<file path="config.mk">
export PLATFORM = sky130hd
export DESIGN_NAME = pcs_tx_oset_scheduler
export DESIGN_NICKNAME = d
export VERILOG_FILES = /design/src/rtl/pcs_tx_oset_scheduler.sv
export SDC_FILE = /design/constraint.sdc
export NUM_CORES = 1
export LEC_CHECK = 0
export CAP_MARGIN = 20
export CORE_MARGIN = 10
export CORE_UTILIZATION = 32
export CTS_BUF_LIST = sky130_fd_sc_hd__clkbuf_4 sky130_fd_sc_hd__clkbuf_8 sky130_fd_sc_hd__clkbuf_16
export CTS_CLUSTER_SIZE = 24
export DETAILED_ROUTE_END_ITERATION = 6
export MAX_ROUTING_LAYER = met4
export PLACE_DENSITY = 0.51
export SYNTH_ARGS = -nofsm -noshare
export SYNTH_HDL_FRONTEND = slang
export SYNTH_SLANG_ARGS = --single-unit
export TNS_END_PERCENT = 50
</file>
<file path="constraint.sdc">
create_clock -name GTX_CLK -period 2.3 [get_ports GTX_CLK]
set_input_delay 0.575 -clock GTX_CLK [delete_from_list [all_inputs] [get_ports GTX_CLK]]
set_output_delay 0.575 -clock GTX_CLK [all_outputs]
set_load 0.05 [all_outputs]
</file>
<file path="src/rtl/pcs_tx_oset_scheduler.sv">
// pcs_tx_oset_scheduler
//   Chooses the octet handed to the 8b/10b encoder on every GTX_CLK. It
//   produces idle (/I1/, /I2/), configuration (/C1/, /C2/) and packet
//   (/S/, data, /V/, /T/, /R/) code groups. Every ordered set starts on
//   an even slot.
//
// Ports
//   GTX_CLK     transmit clock, one code group per cycle
//   RESET       asynchronous active-high reset
//   xmit        00 IDLE, 01 DATA, 10 CONFIGURATION, 11 treated as IDLE
//   TX_EN       GMII transmit enable
//   TX_ER       GMII transmit error
//   TXD         GMII transmit data
//   tx_rd       encoder running disparity before the current group (1 = RD+)
//   tx_cfg_reg  auto-negotiation configuration word
//   tx_o_set    octet to the encoder
//   tx_o_set_k  1 when tx_o_set is a K code group
//   enc_tx_en   1 on /S/, data and /V/ slots
//   tx_even     1 when the current slot is even
//   tx_busy     1 from /S/ through the last /R/
//   pkt_drop    one-cycle pulse when a packet start is refused
//   pkt_trunc   one-cycle pulse with a /T/ forced by an xmit change

module pcs_tx_oset_scheduler #(
  parameter int MIN_IDLE_SETS = 1
) (
  input  logic        GTX_CLK,
  input  logic        RESET,
  input  logic [1:0]  xmit,
  input  logic        TX_EN,
  input  logic        TX_ER,
  input  logic [7:0]  TXD,
  input  logic        tx_rd,
  input  logic [15:0] tx_cfg_reg,
  output logic [7:0]  tx_o_set,
  output logic        tx_o_set_k,
  output logic        enc_tx_en,
  output logic        tx_even,
  output logic        tx_busy,
  output logic        pkt_drop,
  output logic        pkt_trunc
);

  localparam logic [7:0] K28_5 = 8'hBC;
  localparam logic [7:0] D5_6  = 8'hC5;
  localparam logic [7:0] D16_2 = 8'h50;
  localparam logic [7:0] D21_5 = 8'hB5;
  localparam logic [7:0] D2_2  = 8'h42;
  localparam logic [7:0] SYM_S = 8'hFB;
  localparam logic [7:0] SYM_T = 8'hFD;
  localparam logic [7:0] SYM_R = 8'hF7;
  localparam logic [7:0] SYM_V = 8'hFE;
  localparam logic [2:0] MIN_SETS = 3'(MIN_IDLE_SETS);

  // The state names the kind of code group currently on tx_o_set.
  // PKT shows /S/, data, /V/ and finally /T/ (eop set while /T/ is shown).
  typedef enum logic [3:0] {
    IDLE_K, IDLE_D, CFG_K, CFG_D, CFG_LO, CFG_HI, PKT, EPD_R1, EPD_R2
  } state_t;

  typedef enum logic [1:0] {MODE_IDLE, MODE_DATA, MODE_CFG} mode_t;

  state_t      state;
  mode_t       mode;
  mode_t       xmit_mode;
  logic [1:0]  idle_cnt;
  logic        cfg_c2;
  logic [15:0] cfg_hold;
  logic        pipe_en;
  logic        pipe_er;
  logic [7:0]  pipe_d;
  logic        lat2;
  logic        sop_pend;
  logic        eop;
  logic [2:0]  cnt_ext;
  logic        rise;
  logic        sop_even;
  logic        sop_odd;
  logic        start_set;
  logic        sel_en;
  logic        sel_er;
  logic [7:0]  sel_d;

  // Decode xmit into a mode; the reserved code 11 behaves like IDLE.
  always_comb begin
    case (xmit)
      2'b01:   xmit_mode = MODE_DATA;
      2'b10:   xmit_mode = MODE_CFG;
      default: xmit_mode = MODE_IDLE;
    endcase
  end

  // Packet start decisions. A rising TX_EN while the idle D octet is shown
  // means the next slot is even, so /S/ can replace the first byte directly.
  // A rise while the K is shown means the idle set must finish first, so
  // the idle D goes out now and /S/ follows from the one-byte pipeline;
  // the idle set being completed by that D already counts.
  assign cnt_ext  = {1'b0, idle_cnt};
  assign rise     = TX_EN & ~pipe_en;
  assign sop_even = rise && (state == IDLE_D) && !sop_pend &&
                    (mode == MODE_DATA) && (xmit_mode == MODE_DATA) &&
                    (cnt_ext >= MIN_SETS);
  assign sop_odd  = rise && (state == IDLE_K) && (mode == MODE_DATA) &&
                    ((cnt_ext + 3'd1) >= MIN_SETS);

  // A new ordered set begins on the next (even) slot whenever the current
  // odd slot closes a set and no packet is taking over. After /T/ on an
  // even slot the single /R/ is odd, so EPD_R1 can close the set itself.
  assign start_set = (state == IDLE_D && !sop_pend && !sop_even) ||
                     (state == CFG_HI) ||
                     (state == EPD_R1 && !tx_even) ||
                     (state == EPD_R2);

  // The packet byte path is either the live GMII byte or the previous one,
  // chosen at /S/ and held until /T/.
  assign sel_en = lat2 ? pipe_en : TX_EN;
  assign sel_er = lat2 ? pipe_er : TX_ER;
  assign sel_d  = lat2 ? pipe_d  : TXD;

  // Single registered FSM. Every output is a flop so the encoder sees a
  // clean octet, K flag and slot parity at the start of each cycle.
  always_ff @(posedge GTX_CLK or posedge RESET) begin
    if (RESET) begin
      state      <= IDLE_K;
      mode       <= MODE_IDLE;
      idle_cnt   <= 2'd0;
      cfg_c2     <= 1'b0;
      cfg_hold   <= 16'h0000;
      pipe_en    <= 1'b0;
      pipe_er    <= 1'b0;
      pipe_d     <= 8'h00;
      lat2       <= 1'b0;
      sop_pend   <= 1'b0;
      eop        <= 1'b0;
      tx_o_set   <= K28_5;
      tx_o_set_k <= 1'b1;
      enc_tx_en  <= 1'b0;
      tx_even    <= 1'b1;
      tx_busy    <= 1'b0;
      pkt_drop   <= 1'b0;
      pkt_trunc  <= 1'b0;
    end else begin
      tx_even   <= ~tx_even;
      pipe_en   <= TX_EN;
      pipe_er   <= TX_ER;
      pipe_d    <= TXD;
      pkt_drop  <= rise & ~sop_even & ~sop_odd;
      pkt_trunc <= 1'b0;
      enc_tx_en <= 1'b0;
      tx_busy   <= 1'b0;

      if (start_set) begin
        mode       <= xmit_mode;
        tx_o_set   <= K28_5;
        tx_o_set_k <= 1'b1;
        if (xmit_mode == MODE_CFG) begin
          state <= CFG_K;
          if (mode != MODE_CFG) begin
            cfg_c2 <= 1'b0;
          end
        end else begin
          state <= IDLE_K;
        end
      end else begin
        case (state)
          IDLE_K: begin
            tx_o_set   <= tx_rd ? D5_6 : D16_2;
            tx_o_set_k <= 1'b0;
            state      <= IDLE_D;
            sop_pend   <= sop_odd;
            if (cnt_ext < MIN_SETS) begin
              idle_cnt <= idle_cnt + 2'd1;
            end
          end
          IDLE_D: begin
            tx_o_set   <= SYM_S;
            tx_o_set_k <= 1'b1;
            enc_tx_en  <= 1'b1;
            tx_busy    <= 1'b1;
            state      <= PKT;
            eop        <= 1'b0;
            idle_cnt   <= 2'd0;
            lat2       <= sop_pend;
            sop_pend   <= 1'b0;
          end
          CFG_K: begin
            cfg_hold   <= tx_cfg_reg;
            tx_o_set   <= cfg_c2 ? D2_2 : D21_5;
            tx_o_set_k <= 1'b0;
            state      <= CFG_D;
          end
          CFG_D: begin
            tx_o_set   <= cfg_hold[7:0];
            tx_o_set_k <= 1'b0;
            state      <= CFG_LO;
          end
          CFG_LO: begin
            tx_o_set   <= cfg_hold[15:8];
            tx_o_set_k <= 1'b0;
            state      <= CFG_HI;
            cfg_c2     <= ~cfg_c2;
          end
          PKT: begin
            tx_busy <= 1'b1;
            if (eop) begin
              tx_o_set   <= SYM_R;
              tx_o_set_k <= 1'b1;
              state      <= EPD_R1;
            end else if (!sel_en || xmit_mode != MODE_DATA) begin
              tx_o_set   <= SYM_T;
              tx_o_set_k <= 1'b1;
              eop        <= 1'b1;
              pkt_trunc  <= sel_en;
            end else if (sel_er) begin
              tx_o_set   <= SYM_V;
              tx_o_set_k <= 1'b1;
              enc_tx_en  <= 1'b1;
            end else begin
              tx_o_set   <= sel_d;
              tx_o_set_k <= 1'b0;
              enc_tx_en  <= 1'b1;
            end
          end
          EPD_R1: begin
            tx_o_set   <= SYM_R;
            tx_o_set_k <= 1'b1;
            tx_busy    <= 1'b1;
            state      <= EPD_R2;
          end
          default: begin
            state <= IDLE_K;
          end
        endcase
      end
    end
  end

endmodule
</file>
Word-level counts from Yosys, hierarchy flattened
Cells that the tools add are included.
Storage, ports and cells
  bits in registers: 52
  bits of input ports: 31
  output and inout port bits: 14
  word-level logic and storage cells: 125
Cells by class
  $add $sub $neg: 2
  $lt $le $gt $ge: 3
  equal/unequal tests: 19
  muxes and demuxes: 40
  bitwise operators: 9
  reductions and logical operators: 34
Operators by type and width (count)
  8-bit 2-to-1 mux: 7
  8-bit case mux with 7 select lines: 1
  4-bit case mux with 7 select lines: 1
  1-bit 2-to-1 mux: 21
  4-bit by 3-bit == test with 1-bit output, second input constant: 4
  1-bit logical AND: 11
  4-bit by 2-bit == test with 1-bit output, second input constant: 2
  4-bit 2-to-1 mux: 2
  2-bit by 1-bit inequality test with 1-bit output, second input constant: 4
  2-bit case mux with 2 select lines: 2
  2-bit AND reduction: 4
  8-bit nonzero test: 1
  2-bit by 1-bit == test with 1-bit output, second input constant: 3
  1-bit inverter: 6
  1-bit case mux with 2 select lines: 3
  3-bit AND reduction: 2
  2-bit nonzero test: 3
  2-bit == test, second input constant: 2
  4-bit by 1-bit == test with 1-bit output, second input constant: 1
  4-bit == test, second input constant: 1
  1-bit zero test: 4
  4-bit zero test: 1
  1-bit logical OR: 4
  2-bit 2-to-1 mux: 2
  other kinds (13): 15

Longest topological paths before layout
Gate-level depths: netlist of the first run.
  depth in word-level cells: 14
  depth in mapped cells: 7
  depth with buffers taken out: 7

Worst setup path before layout of the first run
No wires, ideal clock.
  path type: reg2reg
  start: reg state[1]
  end: reg cfg_c2
  library setup time: 124 ps
  data arrival time: 1727 ps
  setup slack: 449 ps
  cell stages (with the launch flop): 7
  buffers on the path: 1
  period minus slack after synthesis: 1851 ps
  cells stage by stage: dfrtp_1 buf_2 or4b_2 o211a_1 nand2_4 nand3b_4 o31a_1
On the way
  word-level cells in the longest chain between the ends: 13
RTL lines
  start: declaration: RTL line 63  | state_t state;
  start signal: assignment: RTL line 124  | state <= IDLE_K;
  start signal: assignment: RTL line 157  | state <= CFG_K;
  start signal: assignment: RTL line 162  | state <= IDLE_K;
  4-bit by 1-bit == test with 1-bit output: RTL line 100, 109
  1-bit logical AND (3 in series): RTL line 100  | assign sop_even = rise && (state == IDLE_D) && !sop_pend &&
  1-bit logical AND (2 in series): RTL line 101  | (mode == MODE_DATA) && (xmit_mode == MODE_DATA) &&
  1-bit zero test: RTL line 109  | assign start_set = (state == IDLE_D && !sop_pend && !sop_even) ||
  1-bit logical AND: RTL line 109
  1-bit logical OR: RTL line 109
  1-bit logical OR: RTL line 110  | (state == CFG_HI) ||
  1-bit logical OR: RTL line 111  | (state == EPD_R1 && !tx_even) ||
  2-bit by 1-bit inequality test with 1-bit output (no source line) or 2-bit nonzero test (tied branches)
  3-bit AND reduction (no source line)
  end signal: assignment: RTL line 201  | cfg_c2 <= ~cfg_c2;
  end: declaration: RTL line 67  | logic cfg_c2;
Several ways; a longest one is shown, not always the timed one.
A chain may end at the register's enable or synchronous reset.

Worst setup path after layout of the first run
  start: reg tx_o_set[5]
  end: out tx_o_set[5]
RTL lines
  start: declaration: RTL line 35  | output logic [7:0] tx_o_set,
  start signal: assignment: RTL line 167  | tx_o_set <= tx_rd ? D5_6 : D16_2;
  start signal: assignment: RTL line 188  | tx_o_set <= cfg_c2 ? D2_2 : D21_5;
  start signal: assignment: RTL line 193  | tx_o_set <= cfg_hold[7:0];
No word-level cell between the ends.

==> results of run 1 <==
[how the worst min path moves through the flow]
stage	start	end	slack (ns)	cells after the start
global placement	tx_even$_DFF_PP1_	tx_even$_DFF_PP1_	0.46	1
CTS	pipe_en$_DFF_PP0_	pkt_drop$_DFF_PP0_	0.49	1
global route	pipe_en$_DFF_PP0_	pkt_drop$_DFF_PP0_	0.50	1
finish	tx_even$_DFF_PP1_	tx_even$_DFF_PP1_	0.49	1
detailed placement	tx_even$_DFF_PP1_	tx_even$_DFF_PP1_	0.47	1
floorplan	pipe_en$_DFF_PP0_	pkt_drop$_DFF_PP0_	0.42	1
[Yosys cell counts (2+ instances only)]
master	n	area (um^2)
dfrtp_1	45	1126
mux2_2	17	191.4
nor2_1	17	63.81
nand2_1	15	56.30
a21oi_1	13	65.06
inv_1	10	37.54
nand2b_1	9	56.30
buf_2	8	40.04
dfstp_2	7	183.9
o22ai_1	7	43.79
mux2i_1	6	60.06
nor2b_1	6	37.54
nor3_1	6	30.03
nand3_1	4	20.02
o21ai_0	4	20.02
o32a_1	4	40.04
or3_1	4	25.02
a221oi_1	3	26.28
a22oi_1	3	22.52
clkbuf_1	3	11.26
nor3b_1	3	22.52
a31oi_1	2	12.51
ha_1	2	25.02
o31ai_1	2	15.01
or4_1	2	15.01
[registers in the layout, summed over array words and instances, names as in the netlist, 2 cells and up]
name,cells
cfg_hold,16
pipe_d,8
tx_o_set,8
state,4
idle_cnt,2
mode,2
[logic make-up after synthesis]
kind of cell | after synthesis | share of synthesized area, %
AND/OR/NAND/NOR | 84 | 20.22
AO/OA/AOI/OAI | 52 | 14.54
adder cells (fa/ha/maj) | 2 | 0.9628
buffers and inverters | 23 | 3.852
flip-flops | 52 | 50.41
multiplexers | 23 | 9.677
XOR/XNOR | 1 | 0.3371
[cell usage in the layout, fill, tap and decap left out, drive strengths merged, types with 3 or more instances in the layout]
master	instances
dfrtp	45
clkdlybuf4s50	41
buf	23
nor2	17
mux2	17
nand2	16
a21oi	13
inv	12
nand2b	10
o22ai	7
dfstp	7
nor3	7
mux2i	6
nor2b	6
clkbuf	5
o21ai	5
or3	4
o32a	4
nand3	4
nor3b	4
a221oi	3
a22oi	3
[layout make-up]
cell class	instances	area, um^2	share of cell area (%)
Clock inverter	3	46.29	1.370
Inverter	11	41.29	1.222
Clock buffer	5	68.82	2.037
Tap cell	102	127.6	3.778
Multi-Input combinational cell	162	1189	35.19
Sequential cell	52	1310	38.78
Timing Repair Buffer	64	595.6	17.63
[through the flow]
step	hold WS (ns)	cells	TNS, ns
after floorplan	0.4233	237	0
after detailed placement	0.4672	391	-0.3790
after CTS	0.4919	399	0
after global placement	0.4633	391	-0.3077
final	0.4868	399	0
after global routing	0.5034	399	0
[power breakdown]
group	internal, mW	switching (mW)
clock	0.328	0.327
combinational	1.09	1.33
sequential	1.29	0.227
[layer usage]
metal / global-route usage [%] / share of wire (%)
met5: - / 0
met4: 3.028 / 0.98
met3: 2.147 / 3.6
met2: 17.19 / 45
met1: 16.64 / 50
==> impl_metrics.yaml, run 1 <==
sta:
  slew_headroom_pct: 57.84
  max_freq_ghz: 0.4479
  setup_viol: 0
  fin_skew_ns: 0.008149
  rsz0062_at_grt: "false"
  fin_ws_ns: 0.06721
  worst_slew_pin_slew_ns: 0.6257
  min_period_over_period_pct: 97.08
  hold_viol: 0
  min_period_ns: 2.233
  drv_slew: 0
outcome:
  outcome: "finished, final reports clean"
worst_setup_path:
  crit_type: "reg -> out"
  r2r-end: "tx_o_set[1]$_DFFE_PP0P_"
  r2r-start: "state[0]$_DFFE_PP0P_"
  endpoint_kind: "output pin"
  path_delay_family: "buffers and inverters"
  crit_chain: "clkdlybuf4s50_1"
  start_kind: "flip-flop"
  cp-startpoint: "tx_o_set[5]$_DFFE_PP1P_"
  slowest_delay_ns: 0.80
  cp_slowest_cell: "clkdlybuf4s50_1"
  cp_num_buf_inv: 1
  crit_fanout: 2
  cp.required_ns: 1.73
  setup.worst_path.end: "tx_o_set[5]"
  r2r_slack_ns: 0.23
  cp.depth: 1
  cp.arrival_ns: 1.66
  reg2regPathDepth: 6
synth:
  synth-async-reset-ratio_pct: 100.0
  yosysSeqAreaShare_pct: 50.41
  synth_flop_cell: "dfrtp_1"
  syn-num-nets: 270
  netlist_instances: 237
  ys_warn_count: 0
  synth_area_um2: 2599
  synth-edff-count: 0
  ys_seq_elements: 52
  yosys.cell_types.count: 60
  synth.avg_cell_area_um2: 10.97
drt:
  finalWirelength_um: 6639
  routedWlPerCell_um: 16.64
  drt_pass1_iterations: 5
  vias: 2014
  ant_nets: 0
  first_iter_violations: 56
  drc: 0
  vias_per_cell: 5.048
clocking:
  insertion_delay_ns: 0.31
  cts.htree.levels: 2
  cts_buffers: 5
  cts_tree: "yes"
  cts_root_buffer: "clkbuf_8"
  clk_pin_slew_worst_paths_ns: 0.10
  cts_sinks: 52
  cts.path.max_buffers: 2
  hold_buffers: 0
  cts_setup_buffers: 0
  cts_resized: 0
floorplan:
  io_pins: 45
  die_h_um: 110.1
  start_util_pct: 33.29
  die_w_um: 110.1
  die_area_um2: 12130
  core-area_um2: 7807
  rows: 32
placement:
  place_ws_ns: -0.1044
  port_buffers: 44
  place_area_um2: 3263
  gp_congestion: 0.8102
  dp_hpwl_um: 5157
layout:
  nets: 329
  syn_to_final_growth_pct: 30.00
  fin_util_pct: 43.27
  antennaDiodeCount: 0
  drive_above_1_share_pct: 22.90
  final_area_um2: 3378
  n_fill_cell: 796
flow_run:
  maxCapViolations: 0
pwr:
  ir_worst_vdd_mv: 0.4574
  p_per_area_nw_per_um2: 1360
  power_mw: 4.595
  leakage_nw: 1.423
global_routing:
  grt_pass1_vias: 2109
  grt_usage_pct: 11.85
  grt_overflow: 0
  grt_first_pass_wirelength_um: 11000
  grt_max_degree: 22
  antenna_found_initial: 0
min_path:
  hold_path.class: "reg -> reg"
Power figures use the tool's default switching activity.
==> run 2: changes to the inputs <==
Settings changed: DONT_BUFFER_PORTS from default to 1, PLACE_DENSITY 0.51 to 0.44, SETUP_SLACK_MARGIN from default to 0.5.
==> run 2 against run 1 <==
Clock skew grew 0.0087 ns; core utilization fell by 3.3 points; sequential power rose by 23%; combinational power fell by 12%; critical endpoint is now tx_o_set[1]$_DFFE_PP0P_; non-clock buffer count shrank 33; setup slack improved by 0.39 ns; largest cell class unchanged.
==> impl_metrics.yaml, run 2 (synthesis results as in run 1) <==
drt:
  routedWlPerCell_um: 18.82
  first_iter_violations: 177
  drt_pass1_iterations: 4
  vias: 1932
  ant_nets: 0
  vias_per_cell: 5.279
  finalWirelength_um: 6888
  drc: 0
global_routing:
  grt_max_degree: 29
  antenna_found_initial: 0
  grt_overflow: 0
  grt_usage_pct: 12.17
  grt_first_pass_wirelength_um: 11090
  grt_pass1_vias: 2027
sta:
  setup_viol: 0
  fin_setup_tns_ns: 0
  worst_slew_pin_slew_ns: 0.5920
  min_period_ns: 1.840
  drv_slew: 0
  fin_skew_ns: 0.01687
  slew_headroom_pct: 60.45
  min_period_over_period_pct: 79.98
  hold_viol: 0
  max_freq_ghz: 0.5436
  rsz0062_at_grt: "true"
min_path:
  hold_path.class: "in -> async"
pwr:
  pwr-share-seq_pct: 41.2
  power_frac_comb_pct: 47.0
  ir_worst_vdd_mv: 0.4945
  power_mw: 4.543
  sw_frac_of_total_pct: 42.49
  power_switching_mw: 1.931
  clkPwrFrac_pct: 11.8
  leakage_nw: 1.314
  internal-power_mw: 2.613
  p_per_area_nw_per_um2: 1454
clocking:
  cts_tree: "yes"
  cts.path.max_buffers: 2
  cts_sinks: 52
  clk_pin_slew_worst_paths_ns: 0.11
  cts_buffers: 5
  cts_root_buffer: "clkbuf_8"
  cts.htree.levels: 2
  insertion_delay_ns: 0.31
  hold_buffers: 0
layout:
  layout_common_cells: "42 x dfrtp_1, 26 x buf_4, 16 x nor2_1, 16 x mux2_2, 15 x nand2_1"
  nets: 296
  syn_to_final_growth_pct: 20.22
  largest_reg_flops: 16
  final_common_cell: "dfrtp_1"
  top_register: "cfg_hold"
  drive_above_1_share_pct: 34.47
  antennaDiodeCount: 0
  reg_top3: "cfg_hold x16, pipe_d x8, tx_o_set x8"
floorplan:
  die_area_um2: 12130
  die_h_um: 110.1
  core-area_um2: 7807
  start_util_pct: 33.29
  rows: 32
  io_pins: 45
  die_w_um: 110.1
worst_setup_path:
  crit_fanout: 5
  slowest_delay_ns: 0.55
  reg2regPathDepth: 5
  endpoint_kind: "flip-flop"
  r2r_slack_ns: 0.46
  crit_type: "reg -> reg"
  crit_chain: "or4b_4 -> a211o_4 -> nor3b_4 -> a22oi_1 -> nand2_1"
  cp.arrival_ns: 2.03
  start_kind: "flip-flop"
  r2r-end: "tx_o_set[1]$_DFFE_PP0P_"
  cp.required_ns: 2.49
  r2r-start: "state[2]$_DFFE_PP0P_"
  cp_slowest_cell: "or4b_4"
outcome:
  outcome: "finished, final reports clean"
placement:
  dp_hpwl_um: 5205
  gp_congestion: 0.8271
  port_buffers: 0
flow_run:
  maxCapViolations: 0
-- run 2: cell count changes in the layout (fill, tap and decap cells not counted), moves of 2 or more --
cell,before,now
clkdlybuf4s50_1,41,0
buf_4,22,26
buf_6,0,3
dfrtp_1,45,42
dfrtp_2,0,3
inv_1,9,7
nand2b_4,0,2
nor3b_1,3,1
-- run 2: final cells by class --
| class | count | area [um^2] |
|---|---|---|
| clock inverter | 2 | 12.51 |
| clock buffer | 6 | 76.32 |
| fill | 781 | 4683 |
| sequential | 52 | 1314 |
| multi-input combinational | 162 | 1280 |
| inverter | 11 | 45.04 |
| timing repair buffer | 31 | 269.0 |
| tap | 102 | 127.6 |
-- run 2: per-stage QoR --
| stage | hold WS [ns] | worst slack, ns | instances | util, % | cell area, um^2 |
|---|---|---|---|---|---|
| 3_3_place_gp | 0.4861 | 0.2848 | 338 | 35.48 | 2770 |
| 3_5_place_dp | 0.4823 | 0.2763 | 338 | 35.48 | 2770 |
| 4_1_cts | 0.2029 | 0.4685 | 361 | 38.59 | 3013 |
| 6_report | 0.1944 | 0.4605 | 366 | 40.02 | 3124 |
| 5_1_grt | 0.2152 | 0.4205 | 366 | 40.02 | 3124 |
| 2_1_floorplan | 0.4233 | 0.4802 | 237 | - | 2613 |
-- run 2: how the worst max path moves through the flow --
stage	slack (ns)	endpoint	cells past startpoint	start
after floorplan	0.48	tx_o_set[2]$_DFFE_PP1P_	5	xmit[1]
final	0.46	tx_o_set[1]$_DFFE_PP0P_	5	state[2]$_DFFE_PP0P_
after global placement	0.28	tx_o_set[2]$_DFFE_PP1P_	7	idle_cnt[0]$_DFFE_PP0P_
after CTS	0.47	enc_tx_en$_DFF_PP0_	6	state[2]$_DFFE_PP0P_
after detailed placement	0.28	cfg_c2$_DFFE_PP0P_	5	state[1]$_DFFE_PP0P_
after global routing	0.42	cfg_c2$_DFFE_PP0P_	5	state[2]$_DFFE_PP0P_
-- run 2: routing by layer --
metal / global-route usage [%] / share of wire (%)
met1: 15.85 / 47
met2: 18.16 / 46
met3: 3.598 / 6.8
met4: 3.028 / 0.57
met5: - / 0
-- run 2: worst max-delay path, delay by kind of cell (launching register included) --
family,cells,cell delay [ns]
AO/OA/AOI/OAI,2,0.48
AND/OR/NAND/NOR,3,0.81
flip-flops,1,0.44
-- run 2: power groups by stage --
| stage | combinational (mW) | sequential [mW] | clock [mW] |
|---|---|---|---|
| after floorplan | 1.50 | 1.77 | 0 |
| after CTS | 2.02 | 1.88 | 0.567 |
| after global routing | 2.35 | 1.93 | 0.600 |
| after detailed placement | 1.82 | 1.92 | 0 |
| after global placement | 1.82 | 1.93 | 0 |
| final | 2.13 | 1.87 | 0.536 |
-- run 2: what timing repair did --
action / in CTS / in global routing
pin swaps: 9 / 9
setup endpoints to repair: 25 / 32
gates resized for setup: 11 / 15
buffers inserted: 15 / 5
==> run 3: changes to the inputs <==
Clock period 2.3 ns to 1.93 ns, I/O delays scaled along.
==> run 3 against run 2 <==
First-iteration DRC count shrank 17%; die area is the same; via count grew 3.8%; clock skew shrank 0.011 ns; core utilization grew 3.6 points; register-to-register slack lost 0.39 ns; critical path depth grew 1; critical endpoint is now tx_o_set[5]$_DFFE_PP1P_.
==> impl_metrics.yaml, run 3 (synthesis results as in run 1) <==
sta:
  max_freq_ghz: 0.5381
  fin_skew_ns: 0.005606
  min_period_ns: 1.859
  rsz0062_at_grt: "true"
  worst_slew_pin_slew_ns: 0.5384
  setup_viol: 0
  fin_setup_tns_ns: 0
  min_period_over_period_pct: 96.30
  drv_slew: 0
  slew_headroom_pct: 64.11
  hold_viol: 0
  hold-worst-slack_ns: 0.01301
layout:
  top_register: "cfg_hold"
  drive_above_1_share_pct: 42.70
  final_common_cell: "dfrtp_1"
  largest_reg_flops: 16
  antennaDiodeCount: 0
  syn_to_final_growth_pct: 31.10
  nets: 313
  reg_top3: "cfg_hold x16, pipe_d x8, tx_o_set x8"
  layout_common_cells: "43 x dfrtp_1, 36 x buf_4, 16 x mux2_2"
pwr:
  ir_worst_vdd_mv: 0.6524
  p_per_area_nw_per_um2: 1805
  leakage_nw: 1.449
worst_setup_path:
  crit_fanout: 6
  setup.worst_path.end: "tx_o_set[5]$_DFFE_PP1P_"
  r2r_slack_ns: 0.07
  r2r-start: "state[2]$_DFFE_PP0P_"
  reg2regPathDepth: 6
  crit_type: "reg -> reg"
  cp.arrival_ns: 2.09
  cp.required_ns: 2.16
  start_kind: "flip-flop"
  r2r-end: "tx_o_set[5]$_DFFE_PP1P_"
  cp-startpoint: "state[2]$_DFFE_PP0P_"
  endpoint_kind: "flip-flop"
floorplan:
  die_w_um: 110.1
  die_h_um: 110.1
  start_util_pct: 33.29
  die_area_um2: 12130
  core-area_um2: 7807
  io_pins: 45
  rows: 32
clocking:
  cts_root_buffer: "clkbuf_8"
  cts_sinks: 52
  insertion_delay_ns: 0.31
  clk_pin_slew_worst_paths_ns: 0.10
  cts.htree.levels: 2
  cts.path.max_buffers: 2
  cts_buffers: 5
  cts_tree: "yes"
global_routing:
  grt_first_pass_wirelength_um: 11420
  grt_overflow: 0
  antenna_found_initial: 0
  grt_pass1_vias: 2055
  grt_max_degree: 38
  grt_usage_pct: 12.50
drt:
  ant_nets: 0
  highest_layer: "met4"
  wl_met3_um: 421
  finalWirelength_um: 7354
  vias: 2006
  first_iter_violations: 147
  route.met2.wl_um: 3437
  wirelength_met1_um: 3412
  drc: 0
  vias_per_cell: 5.238
  routedWlPerCell_um: 19.20
  drt_pass1_iterations: 4
min_path:
  hold_path.class: "in -> async"
outcome:
  outcome: "finished, final reports clean"
placement:
  gp_congestion: 0.7997
  port_buffers: 0
  dp_hpwl_um: 5363
flow_run:
  maxCapViolations: 0
-- run 3: report_power, final --
part	leakage, nW	internal, mW	switching [mW]
clock network	0.0586	0.400	0.368
registers	0.613	1.55	0.700
logic	0.777	1.67	1.47
-- run 3: area by class of cell --
type | count | area, um^2
flip-flops and latches | 52 | 1313
multi-input cells | 162 | 1365
clock inverters | 2 | 35.03
repair buffers | 48 | 445.4
inverters | 11 | 45.04
fillers | 750 | 4400
clock buffers | 6 | 76.32
well taps | 102 | 127.6
-- run 3: per-layer routing --
layer	vias up	track usage (%)
li1	952	-
met1	1006	16.66
met2	41	18.50
met3	7	3.076
met4	0	3.486
met5	-	-
-- run 3: what timing repair did --
action | CTS | global route
buffers inserted | 6 | 15
endpoints found under the setup margin | 54 | 55
gates resized for setup | 9 | 37
hold buffers | 0 | 0
gates cloned | 1 | 1
hold endpoints to repair | 0 | 0
pin swaps | 5 | 11
-- run 3: worst min path at each step --
stage,startpoint,end,cells after the start
after floorplan,pipe_en$_DFF_PP0_,pkt_drop$_DFF_PP0_,1
after global placement,RESET,pipe_d[4]$_DFF_PP0_,1
after detailed placement,RESET,pipe_d[4]$_DFF_PP0_,1
after CTS,RESET,enc_tx_en$_DFF_PP0_,1
after global routing,RESET,pipe_d[0]$_DFF_PP0_,1
final,RESET,pipe_d[4]$_DFF_PP0_,1
-- run 3: worst max-delay path, stage by stage, from the launching register on --
cell and delay, ns:
dfrtp_1 0.44, buf_6 0.16, buf_6 0.12, buf_4 0.13, a21oi_1 0.25, a221oi_2 0.14
or4_1 0.54
-- run 3: per-stage QoR --
step | cell area [um^2] | power, mW | cells | setup slack [ns] | utilization (%)
2_1_floorplan | 2636 | 3.926 | 237 | 0.1586 | -
6_report | 3407 | 6.151 | 383 | 0.07149 | 43.64
3_5_place_dp | 2912 | 4.648 | 352 | 0.08204 | 37.29
3_3_place_gp | 2912 | 4.641 | 352 | 0.1114 | 37.29
5_1_grt | 3407 | 6.556 | 383 | 0.02936 | 43.64
4_1_cts | 3119 | 5.639 | 367 | 0.09266 | 39.95
